===== config.mk =====
export PLATFORM = sky130hd
export DESIGN_NAME = sccb_responder
export DESIGN_NICKNAME = d
export VERILOG_FILES = /design/src/rtl/sccb_pkg.sv /design/src/rtl/sccb_line_sync.sv /design/src/rtl/sccb_responder.sv
export SDC_FILE = /design/constraint.sdc
export NUM_CORES = 1
export LEC_CHECK = 0
export BUFFER_PORTS_ARGS = -buffer_cell sky130_fd_sc_hd__buf_2
export CAP_MARGIN = 20
export CORE_UTILIZATION = 52
export DETAILED_ROUTE_END_ITERATION = 10
export HOLD_SLACK_MARGIN = 0.03
export PLACE_DENSITY = 0.84
export SLEW_MARGIN = 20
export SYNTH_ARGS = -nofsm -noshare
export SYNTH_HDL_FRONTEND = slang
export SYNTH_SLANG_ARGS = --single-unit

===== constraint.sdc =====
create_clock -name clk -period 1.7 [get_ports clk]
set_input_delay 0.085 -clock clk [delete_from_list [all_inputs] [get_ports clk]]
set_output_delay 0.085 -clock clk [all_outputs]
set_load 0.05 [all_outputs]

===== src/rtl/sccb_pkg.sv =====
// Shared types and constants for the SCCB responder: FSM state encoding,
// R/W bit meaning and the default device ID.
package sccb_pkg;

    localparam logic [6:0] DEFAULT_DEV_ID = 7'h21;
    localparam logic       SCCB_WRITE     = 1'b0;
    localparam logic       SCCB_READ      = 1'b1;

    typedef enum logic [3:0] {
        IDLE,
        ID,
        ID_ACK,
        SUB,
        SUB_ACK,
        WDATA,
        WDATA_ACK,
        RDATA,
        RD_NA,
        IGNORE
    } sccb_state_t;

endpackage


===== src/rtl/sccb_line_sync.sv =====
// Brings SCL/SDA into the clk domain and derives single-cycle edge,
// START and STOP pulses from the last two synchronized samples.
module sccb_line_sync #(
    parameter int SYNC_STAGES = 2
) (
    input  logic clk,
    input  logic rst,
    input  logic scl,
    input  logic sda_i,
    output logic sda_s,
    output logic scl_rise,
    output logic scl_fall,
    output logic start,
    output logic stop
);

    // Top bit of each pipe holds the previous synchronized sample.
    logic [SYNC_STAGES:0] scl_pipe_reg;
    logic [SYNC_STAGES:0] sda_pipe_reg;
    logic                 scl_s;
    logic                 scl_p;
    logic                 sda_p;

    always_ff @(posedge clk or posedge rst) begin
        if (rst) begin
            scl_pipe_reg <= '1;
            sda_pipe_reg <= '1;
        end else begin
            scl_pipe_reg <= {scl_pipe_reg[SYNC_STAGES-1:0], scl};
            sda_pipe_reg <= {sda_pipe_reg[SYNC_STAGES-1:0], sda_i};
        end
    end

    assign scl_s    = scl_pipe_reg[SYNC_STAGES-1];
    assign scl_p    = scl_pipe_reg[SYNC_STAGES];
    assign sda_s    = sda_pipe_reg[SYNC_STAGES-1];
    assign sda_p    = sda_pipe_reg[SYNC_STAGES];

    assign scl_rise = scl_s & ~scl_p;
    assign scl_fall = ~scl_s & scl_p;
    assign start    = scl_s & scl_p & sda_p & ~sda_s;
    assign stop     = scl_s & scl_p & ~sda_p & sda_s;

endmodule


===== src/rtl/sccb_responder.sv =====
// SCCB slave register responder: decodes ID/sub-address/data bytes from an
// oversampled bus and exposes a strobe-based external register port.
module sccb_responder
    import sccb_pkg::*;
#(
    parameter logic [6:0] DEV_ID      = DEFAULT_DEV_ID,
    parameter bit         ACK_EN      = 1'b1,
    parameter int         SYNC_STAGES = 2
) (
    input  logic       clk,
    input  logic       rst,
    input  logic       scl,
    input  logic       sda_i,
    output logic       sda_oe,
    output logic [7:0] reg_addr,
    output logic [7:0] reg_wdata,
    output logic       reg_wr,
    output logic       reg_rd,
    input  logic [7:0] reg_rdata,
    output logic       busy,
    output logic       txn_done
);

    logic        sda_s;
    logic        scl_rise;
    logic        scl_fall;
    logic        start;
    logic        stop;

    sccb_state_t state;
    logic [3:0]  bit_cnt;
    logic [6:0]  rx_shift;
    logic [7:0]  tx_shift;
    logic        ack_hold;
    logic        rd_pending;
    logic        rw_bit;
    logic [7:0]  rx_byte;

    sccb_line_sync #(
        .SYNC_STAGES(SYNC_STAGES)
    ) u_line_sync (
        .clk     (clk),
        .rst     (rst),
        .scl     (scl),
        .sda_i   (sda_i),
        .sda_s   (sda_s),
        .scl_rise(scl_rise),
        .scl_fall(scl_fall),
        .start   (start),
        .stop    (stop)
    );

    assign rx_byte = {rx_shift, sda_s};

    always_ff @(posedge clk or posedge rst) begin
        if (rst) begin
            state      <= IDLE;
            bit_cnt    <= '0;
            rx_shift   <= '0;
            tx_shift   <= '0;
            ack_hold   <= 1'b0;
            rd_pending <= 1'b0;
            rw_bit     <= SCCB_WRITE;
            sda_oe     <= 1'b0;
            reg_addr   <= '0;
            reg_wdata  <= '0;
            reg_wr     <= 1'b0;
            reg_rd     <= 1'b0;
            busy       <= 1'b0;
            txn_done   <= 1'b0;
        end else begin
            reg_wr   <= 1'b0;
            reg_rd   <= 1'b0;
            txn_done <= 1'b0;

            // Read data arrives one cycle after the request strobe.
            if (rd_pending) begin
                tx_shift   <= reg_rdata;
                rd_pending <= 1'b0;
            end

            if (stop) begin
                state    <= IDLE;
                sda_oe   <= 1'b0;
                ack_hold <= 1'b0;
                busy     <= 1'b0;
                txn_done <= busy;
            end else if (start) begin
                state    <= ID;
                bit_cnt  <= '0;
                sda_oe   <= 1'b0;
                ack_hold <= 1'b0;
            end else begin
                case (state)
                    ID, SUB, WDATA: begin
                        if (scl_rise) begin
                            rx_shift <= rx_byte[6:0];
                            if (bit_cnt == 4'd7) begin
                                bit_cnt <= '0;
                                if (state == ID) begin
                                    if (rx_byte[7:1] != DEV_ID) begin
                                        state <= IGNORE;
                                    end else begin
                                        busy   <= 1'b1;
                                        rw_bit <= rx_byte[0];
                                        state  <= ID_ACK;
                                        if (rx_byte[0] == SCCB_READ) begin
                                            reg_rd     <= 1'b1;
                                            rd_pending <= 1'b1;
                                        end
                                    end
                                end else if (state == SUB) begin
                                    reg_addr <= rx_byte;
                                    state    <= SUB_ACK;
                                end else begin
                                    reg_wdata <= rx_byte;
                                    reg_wr    <= 1'b1;
                                    state     <= WDATA_ACK;
                                end
                            end else begin
                                bit_cnt <= bit_cnt + 4'd1;
                            end
                        end
                    end

                    // First fall opens the ACK slot, second fall closes it.
                    ID_ACK, SUB_ACK, WDATA_ACK: begin
                        if (scl_fall) begin
                            if (!ack_hold) begin
                                ack_hold <= 1'b1;
                                sda_oe   <= ACK_EN;
                            end else begin
                                ack_hold <= 1'b0;
                                if (state == ID_ACK && rw_bit == SCCB_READ) begin
                                    state    <= RDATA;
                                    sda_oe   <= ~tx_shift[7];
                                    tx_shift <= {tx_shift[6:0], 1'b0};
                                    bit_cnt  <= 4'd1;
                                end else begin
                                    sda_oe <= 1'b0;
                                    if (state == ID_ACK)
                                        state <= SUB;
                                    else if (state == SUB_ACK)
                                        state <= WDATA;
                                    else
                                        state <= IGNORE;
                                end
                            end
                        end
                    end

                    RDATA: begin
                        if (scl_fall) begin
                            if (bit_cnt == 4'd8) begin
                                sda_oe  <= 1'b0;
                                bit_cnt <= '0;
                                state   <= RD_NA;
                            end else begin
                                sda_oe   <= ~tx_shift[7];
                                tx_shift <= {tx_shift[6:0], 1'b0};
                                bit_cnt  <= bit_cnt + 4'd1;
                            end
                        end
                    end

                    RD_NA: begin
                        if (scl_rise)
                            state <= IGNORE;
                    end

                    default: ;
                endcase
            end
        end
    end

endmodule


=== Word-level counts from Yosys, hierarchy flattened ===
Cells that the tools add are included.

* Register bits after elaboration: 52
* Bits in latches: 0
* Memory bits (writable): 0
* Bits in read-only memories: 0
* Input port bits: 12
* Word-level logic and storage cells: 149
* Memories: 0

* Add/sub/neg operators: 1
* $mul: 0
* Divide/modulo/power cells: 0
* Order comparisons: 0
* Eq/ne operators: 25
* Shifts and indexed selects: 0
* Mux-type cells: 70
* Bitwise gates (word level): 17
* Reductions and logical operators: 21

{| class="wikitable"
|+ Operators by type and width
! kind !! count
|-
| $mux W4 || 22
|-
| $mux W8 || 8
|-
| $mux W1 || 35
|-
| $ne A4 B4 Y1 const B || 7
|-
| $reduce_and A7 Y1 || 4
|-
| $eq A4 B3 Y1 const B || 5
|-
| $pmux W4 S4 || 1
|-
| $pmux W8 S2 || 1
|-
| $ne A3 B3 Y1 const B || 5
|-
| $pmux W4 S3 || 1
|-
| $not A1 Y1 || 10
|-
| $eq A4 B2 Y1 const B || 2
|-
| $eq A4 B4 Y1 const B || 2
|-
| $reduce_and A8 Y1 || 1
|-
| $reduce_bool A2 Y1 || 4
|-
| $reduce_bool A4 Y1 || 2
|-
| $and A1 B1 Y1 || 7
|-
| $ne A7 B6 Y1 const B || 1
|-
| $reduce_and A6 Y1 || 1
|-
| $reduce_bool A3 Y1 || 2
|-
| $reduce_bool A6 Y1 || 1
|-
| $reduce_or A3 Y1 || 2
|-
| $add A4 B1 Y4 const B || 1
|-
| $eq A4 B1 Y1 const B || 1
|-
| other kinds (8) || 8
|}

=== Longest topological paths before layout ===
Gate-level depths: netlist of run 1.

* Depth in word-level cells: 9
* Gate-level depth with buffers: 8

=== By module ===
Synthesis of run 1 repeated with hierarchy kept, for this count alone.

* Cell total of the unflattened synthesis: 223
* Area total of the unflattened synthesis: 2577.5 um2

{| class="wikitable"
|+ By module, submodules not included
! module !! instances !! cells each !! area an instance (um2) !! seq. area each (um2)
|-
| sccb_responder || 1 || 212 || 2383.5 || 1151.1
|-
| sccb_line_sync || 1 || 11 || 193.9 || 157.7
|}

=== Least setup slack after synthesis of run 1 ===
No wires, ideal clock.

* Path type: reg-to-reg
* From: register u_line_sync.scl_pipe_reg[2]
* To: register tx_shift[1]
* Data arrival time: 1743 ps
* Setup slack: -168 ps
* Stages on the path, launching flop included: 7
* Path buffers: 2
* Clock period less this slack: 1868 ps
* Path through: dfstp_2 -> buf_2 -> nor2b_1 -> nand3_1 -> a211o_1 -> buf_6 -> mux2_4

* Cells in the longest elaborated chain, start to end: 5
* Elaborated cells between the ends (all ways): 11

{| class="wikitable"
|+ Ends and longest elaborated chain
! element !! line !! source
|-
| start: declaration || sccb_line_sync.sv:18 || <nowiki>logic [SYNC_STAGES:0] scl_pipe_reg;</nowiki>
|-
| start signal: assignment || sccb_line_sync.sv:29 || <nowiki>scl_pipe_reg <= {scl_pipe_reg[SYNC_STAGES-1:0], scl};</nowiki>
|-
| $and A1 B1 Y1, on equally long branches || sccb_line_sync.sv:40, sccb_line_sync.sv:41, sccb_line_sync.sv:42 ||
|-
| $mux W8, or another cell as far along || sccb_responder.sv:153 || <nowiki>if (scl_fall) begin</nowiki>
|-
| $pmux W8 S2 or $and A1 B1 Y1 (tied branches) || sccb_responder.sv:94, sccb_line_sync.sv:41 ||
|-
| $mux W8 || sccb_responder.sv:88 || <nowiki>end else if (start) begin</nowiki>
|-
| $mux W8 * || sccb_responder.sv:82 || <nowiki>if (stop) begin</nowiki>
|-
| end signal: assignment || sccb_responder.sv:78 || <nowiki>tx_shift <= reg_rdata;</nowiki>
|-
| end signal: assignment || sccb_responder.sv:137 || <nowiki>tx_shift <= {tx_shift[6:0], 1'b0};</nowiki>
|-
| end signal: assignment || sccb_responder.sv:160 || <nowiki>tx_shift <= {tx_shift[6:0], 1'b0};</nowiki>
|-
| end: declaration || sccb_responder.sv:33 || <nowiki>logic [7:0] tx_shift;</nowiki>
|}

Mark *: on every way between the ends. The rest lies on a longest branch, timed or not.
A chain may end at the register's enable or synchronous reset.

=== Final worst setup path of run 1 ===
* From: register bit_cnt[0]
* To: register state[2]

* Cells in the longest elaborated chain, start to end: 3
* Elaborated cells between the ends (all ways): 5

{| class="wikitable"
|+ Ends and longest elaborated chain
! element !! line !! source
|-
| start: declaration || sccb_responder.sv:31 || <nowiki>logic [3:0] bit_cnt;</nowiki>
|-
| start signal: assignment || sccb_responder.sv:121 || <nowiki>bit_cnt <= bit_cnt + 4'd1;</nowiki>
|-
| start signal: assignment || sccb_responder.sv:161 || <nowiki>bit_cnt <= bit_cnt + 4'd1;</nowiki>
|-
| $eq A4 B4 Y1 or $eq A4 B3 Y1 (tied branches) || sccb_responder.sv:154, sccb_responder.sv:98 ||
|-
| $ne A4 B4 Y1 (no source line) || n/a ||
|-
| $reduce_and A8 Y1 (no source line) * || n/a ||
|-
| end signal: assignment || sccb_responder.sv:146 || <nowiki>state <= IGNORE;</nowiki>
|-
| end signal: assignment || sccb_responder.sv:157 || <nowiki>state <= RD_NA;</nowiki>
|-
| end signal: assignment || sccb_responder.sv:168 || <nowiki>state <= IGNORE;</nowiki>
|-
| end: declaration || sccb_responder.sv:30 || <nowiki>sccb_state_t state;</nowiki>
|}

Marked as above.

==> metrics.md, run 1 <==
| Metric | Value |
|---|---|
| Status | finished with violations |
| Failing checks | setup timing |
| Synth Cell Area | 0.00263 mm2 |
| RSZ-0062 raised after global routing | yes |
| Root Buffer | clkbuf_8 |
| Cell Pwr Density | 1380 mW/mm2 |
| Actual slew at the worst max-slew pin | 0.528 ns |
| Wire length per cell | 23.2 um |
| Flop2flop setup slack | -0.25 ns |
| Kind of critical path | flip-flop to flip-flop |
| Initial antenna violation count | 0 |
| Setup Viol. Count Final | 43 |
| Setup crit end kind | flip-flop |
| Clk_lat worst skew | 0.32 ns |
| Fillcell total | 218 |
| WHS Path Cells | 3 |
| Post-DRT Antenna Nets | 0 |
| HPWL after detailed placement | 4550 um |
| Die Footprint | 0.00535 mm2 |
| H-tree lvl count | 2 |
| Final worst slack | -0.249 ns |
| GR Layer Usage met1 | 42.8% |
| Largest net degree at the start of global routing | 30 |
| CP Data Required Time | 1.92 ns |
| GPL Wtd Cong | 0.932 |
| Highest Clock Rate | 0.513 GHz |
| Tmin final | 1.95 ns |
| Max Slew Vio Count | 0 |
| GR peak layer | met2 |
| Mapped Nets | 251 |
| Netlist cell types | 59 |
| CP Launch Type | flip-flop |
| CTS tree | done |
| Area growth from synthesis to layout | 47.9% |
| Ys Warns | 0 |
| CP Data Arrival Time | 2.17 ns |
| Max-capacitance violation count | 0 |
| Regs by FF count | reg_addr (8), reg_wdata (8), tx_shift (8) |
| Die height | 73.2 um |
| Slowest CP cell | dfrtp_1 |
| Nets | 358 |
| DR DRC count | 0 |
| Clk pin slew, worst setup/hold paths | 0.10 ns |
| Core Rows | 25 |
| HP Start | reg_rdata[0] |
| Max stage delay on crit path | 0.41 ns |
| FFs w/ async S/R, synth | 100% |
| PnR Total Power | 5.37 mW |
| Die W | 73.2 um |
| Layout cells sized above 1 | 59.4% |
| Leak | 1.97 nW |
| CTS buffer count | 5 |
| Post-Synthesis Cells | 237 |
| Buf/Inv on CP | 3 |
| Vias in the first global route | 2573 |
| Endpoint of the worst-slack reg-to-reg timing path | state[2] |
| ANT cells | 0 |
| Ports | 33 |
| Drt first pass iters | 5 |
| Vias | 2586 |
| PortBufs | 32 |
| Initial DRC Count | 335 |
| Flops & latches, synth | 52 |
| Sequential share of the synthesized area | 49.7% |
| Drt via density | 6.28 |
| Endpoints failing hold | 0 |
| Starting Density | 55.0% |
| Core ar. | 0.00479 mm2 |
| Worst Reg-to-Reg Cells | 9 |
| Reg2reg start | bit_cnt[0] |
| Delay-heaviest family, CP | buffers and inverters |
| Max FO, Critical Path | 3 |
| Top_reg_cell synth | dfrtp_1 |
| GR Util met3 | 7.32% |
| Worst vdd ir | 0.979 mV |
| Grt met2 use | 57.3% |
| Total GRT Usage | 34.8% |
| Gr ovfl total | 0 |
| Global-route wire length before repair | 13400 um |
| Clock sink count | 52 |
| EDFF count, synth | 0 |
| Hold/Removal Path Class | input port to flip-flop |
| Crit-path cells | inv_1 > ha_1 > nand3b_1 > and2_1 > a311oi_2 > buf_4 > nand2_2 > buf_6 > mux2i_1 |
| Routed WL | 9560 um |
| Fin crit share | 115% |
| Syn_area_per_cell | 11.1 um2 |
| WHS Endpoint | tx_shift[0] |
| Worst slack at placement | -0.206 ns |
| Worst slew margin | 64.7% |
| Bufs on Longest Clock Path | 2 |
| Worst Skew | 0.00526 ns |
==> area by class of cell <==
type                    instances  area [um2]  share of cell area, %
well taps                      67        83.8                   2.15
clock inverters                 3        68.8                   1.77
clock buffers                   5        68.8                   1.77
flip-flops and latches         52        1310                   33.7
multi-input cells             168        1510                   38.8
repair buffers                112         831                   21.3
inverters                       5        18.8                  0.482
==> report_power, final <==
group          switching (mW)  leakage, nW  internal, mW  total, mW
clock network           0.440       0.0687         0.593       1.03
registers               0.200        0.679          1.43       1.63
logic                    1.41         1.22          1.29       2.71
total                    2.05         1.97          3.31       5.37
==> per-layer routing <==
layer	routed length (um)	share of wire [%]
met2	4690	49
met1	3590	38
met5	0	0
met4	532	5.6
met3	741	7.8
==> cells in the mapped netlist (2+ instances only) <==
library cell,n,area (um2)
ha_1,2,25.0
buf_4,2,15.0
nor2_1,12,45.0
buf_2,5,25.0
mux2_4,6,90.1
a31oi_1,3,18.8
a21o_1,3,22.5
nand2b_1,7,43.8
nor3_1,2,10.0
inv_1,5,18.8
mux2_2,23,259
dfstp_2,6,158
nor4_1,3,18.8
xor2_1,2,17.5
nand2_1,37,139
nand3b_1,2,15.0
nor2b_1,5,31.3
a211o_1,2,17.5
a21oi_1,8,40.0
a32o_1,2,20.0
o21ai_0,5,25.0
nand3_1,5,25.0
and2_1,4,25.0
dfrtp_1,46,1150
mux2i_1,4,40.0
clkbuf_1,3,11.3
==> worst register-to-register path: cells and delay by family, from the launching register on <==
kind                     cells  cell delay (ns)
buffers and inverters        3             0.42
AND/OR/NAND/NOR              3             0.42
flip-flops                   1             0.41
AO/OA/AOI/OAI                1             0.27
multiplexers                 1             0.19
adder cells (fa/ha/maj)      1             0.14
==> stage by stage <==
stage / util (%) / instances / TNS (ns) / area (um2) / hold WS (ns)
2_1_floorplan: - / 237 / -1.57 / 2690 / 0.0895
3_5_place_dp: 68.5 / 379 / -4.56 / 3280 / 0.151
6_report: 81.4 / 412 / -5.49 / 3890 / 0.128
4_1_cts: 78.7 / 408 / -1.93 / 3770 / 0.130
5_1_grt: 81.4 / 412 / -6.83 / 3890 / 0.143
3_3_place_gp: 68.5 / 379 / -3.66 / 3280 / 0.141
==> repair_timing <==
action / in CTS / in global routing
cloned: 1 / 0
gates resized for setup: 47 / 31
endpoints found under the setup margin: 43 / 44
setup buffers: 17 / 6
endpoints found under the hold margin: 20 / 0
pin swaps: 26 / 26
hold buffers: 3 / 0
==> placed cells by master, fill, tap and decap left out, types with 3 or more instances in the layout <==
cell,count
clkbuf_8,5
a21oi_1,5
dfrtp_2,3
nand2b_1,6
buf_2,32
dlygate4sd3_1,3
nand2_1,26
buf_6,10
o21ai_0,3
a21oi_2,3
a21o_1,3
mux2i_1,4
nor2_1,9
nand2_2,11
nand3_1,4
mux2_2,13
inv_1,3
dfstp_2,6
mux2_4,17
buf_4,65
dfrtp_1,43
==> cell families after synthesis <==
group / count (synthesis) / synth area share [%]
simple gates: 94 / 20.2
flops: 52 / 49.7
compound gates: 36 / 9.98
mux: 34 / 15.2
buf+inv: 17 / 3.23
xor+xnor: 2 / 0.666
fa+ha+maj: 2 / 0.950
==> worst max-delay path by stage <==
stage | startpoint | end | slack [ns] | depth (start not counted)
2_1_floorplan | bit_cnt[0] | reg_addr[1] | -0.15 | 6
3_3_place_gp | state[2] | tx_shift[3] | -0.20 | 5
3_5_place_dp | state[2] | tx_shift[6] | -0.21 | 5
4_1_cts | state[2] | tx_shift[4] | -0.15 | 5
5_1_grt | rx_shift[1] | busy | -0.28 | 6
6_report | bit_cnt[0] | state[2] | -0.25 | 9
No activity file was read; power rests on OpenSTA's default activity.
==> run 2: changes to the inputs <==
--- a/config.mk
+++ b/config.mk
@@ -7,10 +7,12 @@
 export LEC_CHECK = 0
 export BUFFER_PORTS_ARGS = -buffer_cell sky130_fd_sc_hd__buf_2
 export CAP_MARGIN = 20
-export CORE_UTILIZATION = 52
+export CELL_PAD_IN_SITES_DETAIL_PLACEMENT = 1
+export CELL_PAD_IN_SITES_GLOBAL_PLACEMENT = 1
+export CORE_UTILIZATION = 41
 export DETAILED_ROUTE_END_ITERATION = 10
 export HOLD_SLACK_MARGIN = 0.03
-export PLACE_DENSITY = 0.84
+export PLACE_DENSITY = 0.83
 export SLEW_MARGIN = 20
 export SYNTH_ARGS = -nofsm -noshare
 export SYNTH_HDL_FRONTEND = slang
==> metrics.md, run 2 (same netlist as run 1, synthesis figures left out) <==
| Metric | Value |
|---|---|
| Die height | 82.1 um |
| Vias | 2557 |
| Layout cells sized above 1 | 60.5% |
| Leak | 1.97 nW |
| H-tree lvl count | 2 |
| Post-DRT Antenna Nets | 0 |
| Drt first pass iters | 5 |
| Gr ovfl total | 0 |
| DR DRC count | 0 |
| Reg2reg start | state[1] |
| Worst vdd ir | 1.27 mV |
| CP Data Arrival Time | 2.23 ns |
| CP Data Required Time | 1.90 ns |
| Root Buffer | clkbuf_8 |
| GPL Wtd Cong | 0.881 |
| Status | finished with violations |
| Area growth from synthesis to layout | 48.1% |
| Crit. Startpoint | state[1] |
| Bufs on Longest Clock Path | 2 |
| Cell Pwr Density | 1410 mW/mm2 |
| Max FO, Critical Path | 6 |
| Vias in the first global route | 2691 |
| Global-route wire length before repair | 15200 um |
| Initial DRC Count | 189 |
| Clk pin slew, worst setup/hold paths | 0.09 ns |
| Endpoint of the worst-slack reg-to-reg timing path | state[0] |
| RSZ-0062 raised after global routing | yes |
| Final worst slack | -0.329 ns |
| Flop2flop setup slack | -0.33 ns |
| Largest net degree at the start of global routing | 33 |
| Tmin final | 2.03 ns |
| Drt via density | 6.12 |
| Regs by FF count | reg_addr (8), reg_wdata (8), tx_shift (8) |
| CP endpoint | state[0] |
| Cell Area, Placed | 0.00330 mm2 |
| Clock sink count | 52 |
| Ports | 33 |
| Final TNS setup | -6.28 ns |
| Die W | 82.1 um |
| Nets | 355 |
| HPWL after detailed placement | 5650 um |
| Clk_lat worst skew | 0.32 ns |
| Starting Density | 43.4% |
| CTS tree | done |
| Worst Reg-to-Reg Cells | 7 |
| Routed WL | 11300 um |
| Die Footprint | 0.00675 mm2 |
| Worst Skew | 0.0102 ns |
| Hold/Removal Path Class | input port to flip-flop |
| Highest Clock Rate | 0.493 GHz |
| Fillcell total | 611 |
| CTS buffer count | 5 |
| PortBufs | 32 |
| Worst slew margin | 66.7% |
| Final instance area | 0.00390 mm2 |
| Initial antenna violation count | 1 |
| Core ar. | 0.00606 mm2 |
| Actual slew at the worst max-slew pin | 0.498 ns |
| Endpoints failing hold | 0 |
| CP Launch Type | flip-flop |
| Setup Viol. Count Final | 43 |
| PnR Total Power | 5.48 mW |
| Most frequent cells in the layout | buf_4 (62), dfrtp_1 (42), buf_2 (32) |
| Max Slew Vio Count | 0 |
| Total GRT Usage | 31.7% |
| Max-capacitance violation count | 0 |
| Fin crit share | 119% |
| Commonest non-fill, non-tap cell in the layout | buf_4 |
| Failing checks | setup timing |
| Core Rows | 28 |
| Setup crit end kind | flip-flop |
| Wire length per cell | 27.1 um |
| Kind of critical path | flip-flop to flip-flop |
-- run 2: per-layer routing --
layer | GRT usage (%) | vias up | share of wire (%)
met5 | 0 | - | 0
met4 | 13.9 | 0 | 5.0
met3 | 5.05 | 51 | 5.0
met2 | 53.2 | 123 | 50
met1 | 40.3 | 1334 | 40
li1 | - | 1049 | -
-- run 2: stage by stage --
stage | hold WS (ns) | util, % | cells | setup WS [ns]
after global placement | 0.124 | 54.5 | 389 | -0.195
after detailed placement | 0.141 | 54.5 | 389 | -0.290
final | 0.127 | 64.3 | 418 | -0.329
after CTS | 0.0928 | 61.8 | 409 | -0.173
after floorplan | 0.0895 | - | 237 | -0.150
after global routing | 0.128 | 64.3 | 418 | -0.311
-- run 2: worst max-delay path, stage by stage (launching register included) --
cell and delay [ns]:
dfrtp_2 0.45, buf_4 0.17, nand2_1 0.18, buf_4 0.22
nand4_1 0.19, o221ai_4 0.19, a21oi_4 0.18, mux2_4 0.33
-- run 2: repair_timing --
action,4_1_cts,5_1_grt
cloned,1,0
endpoints found under the setup margin,42,44
hold buffers,3,0
setup buffers,9,10
resized for setup,56,28
pin swaps,34,21
endpoints found under the hold margin,22,0
-- run 2: worst min path at each step --
stage	endpoint	from	cells past startpoint	slack, ns
floorplan	u_line_sync.scl_pipe_reg[0]	scl	0	0.09
global placement	rw_bit	rst	2	0.12
detailed placement	rd_pending	rst	2	0.14
CTS	tx_shift[5]	reg_rdata[5]	3	0.09
global route	tx_shift[2]	reg_rdata[2]	3	0.13
finish	tx_shift[5]	reg_rdata[5]	3	0.13
-- run 2: power by group --
| part | switching (mW) | internal, mW | leakage [nW] |
|---|---|---|---|
| combinational | 1.60 | 1.35 | 1.24 |
| sequential | 0.215 | 1.43 | 0.678 |
| clock | 0.443 | 0.442 | 0.0525 |
| total | 2.26 | 3.22 | 1.97 |
-- run 2: final cells by class --
| class | instances | area (um2) | share of cell area, % |
|---|---|---|---|
| clock buffers | 7 | 76.3 | 1.96 |
| diodes | 1 | 2.50 | 0.0642 |
| flip-flops and latches | 52 | 1310 | 33.7 |
| well taps | 75 | 93.8 | 2.41 |
| clock inverters | 1 | 30.0 | 0.770 |
| inverters | 5 | 18.8 | 0.481 |
| repair buffers | 109 | 808 | 20.7 |
| multi-input cells | 168 | 1560 | 39.9 |
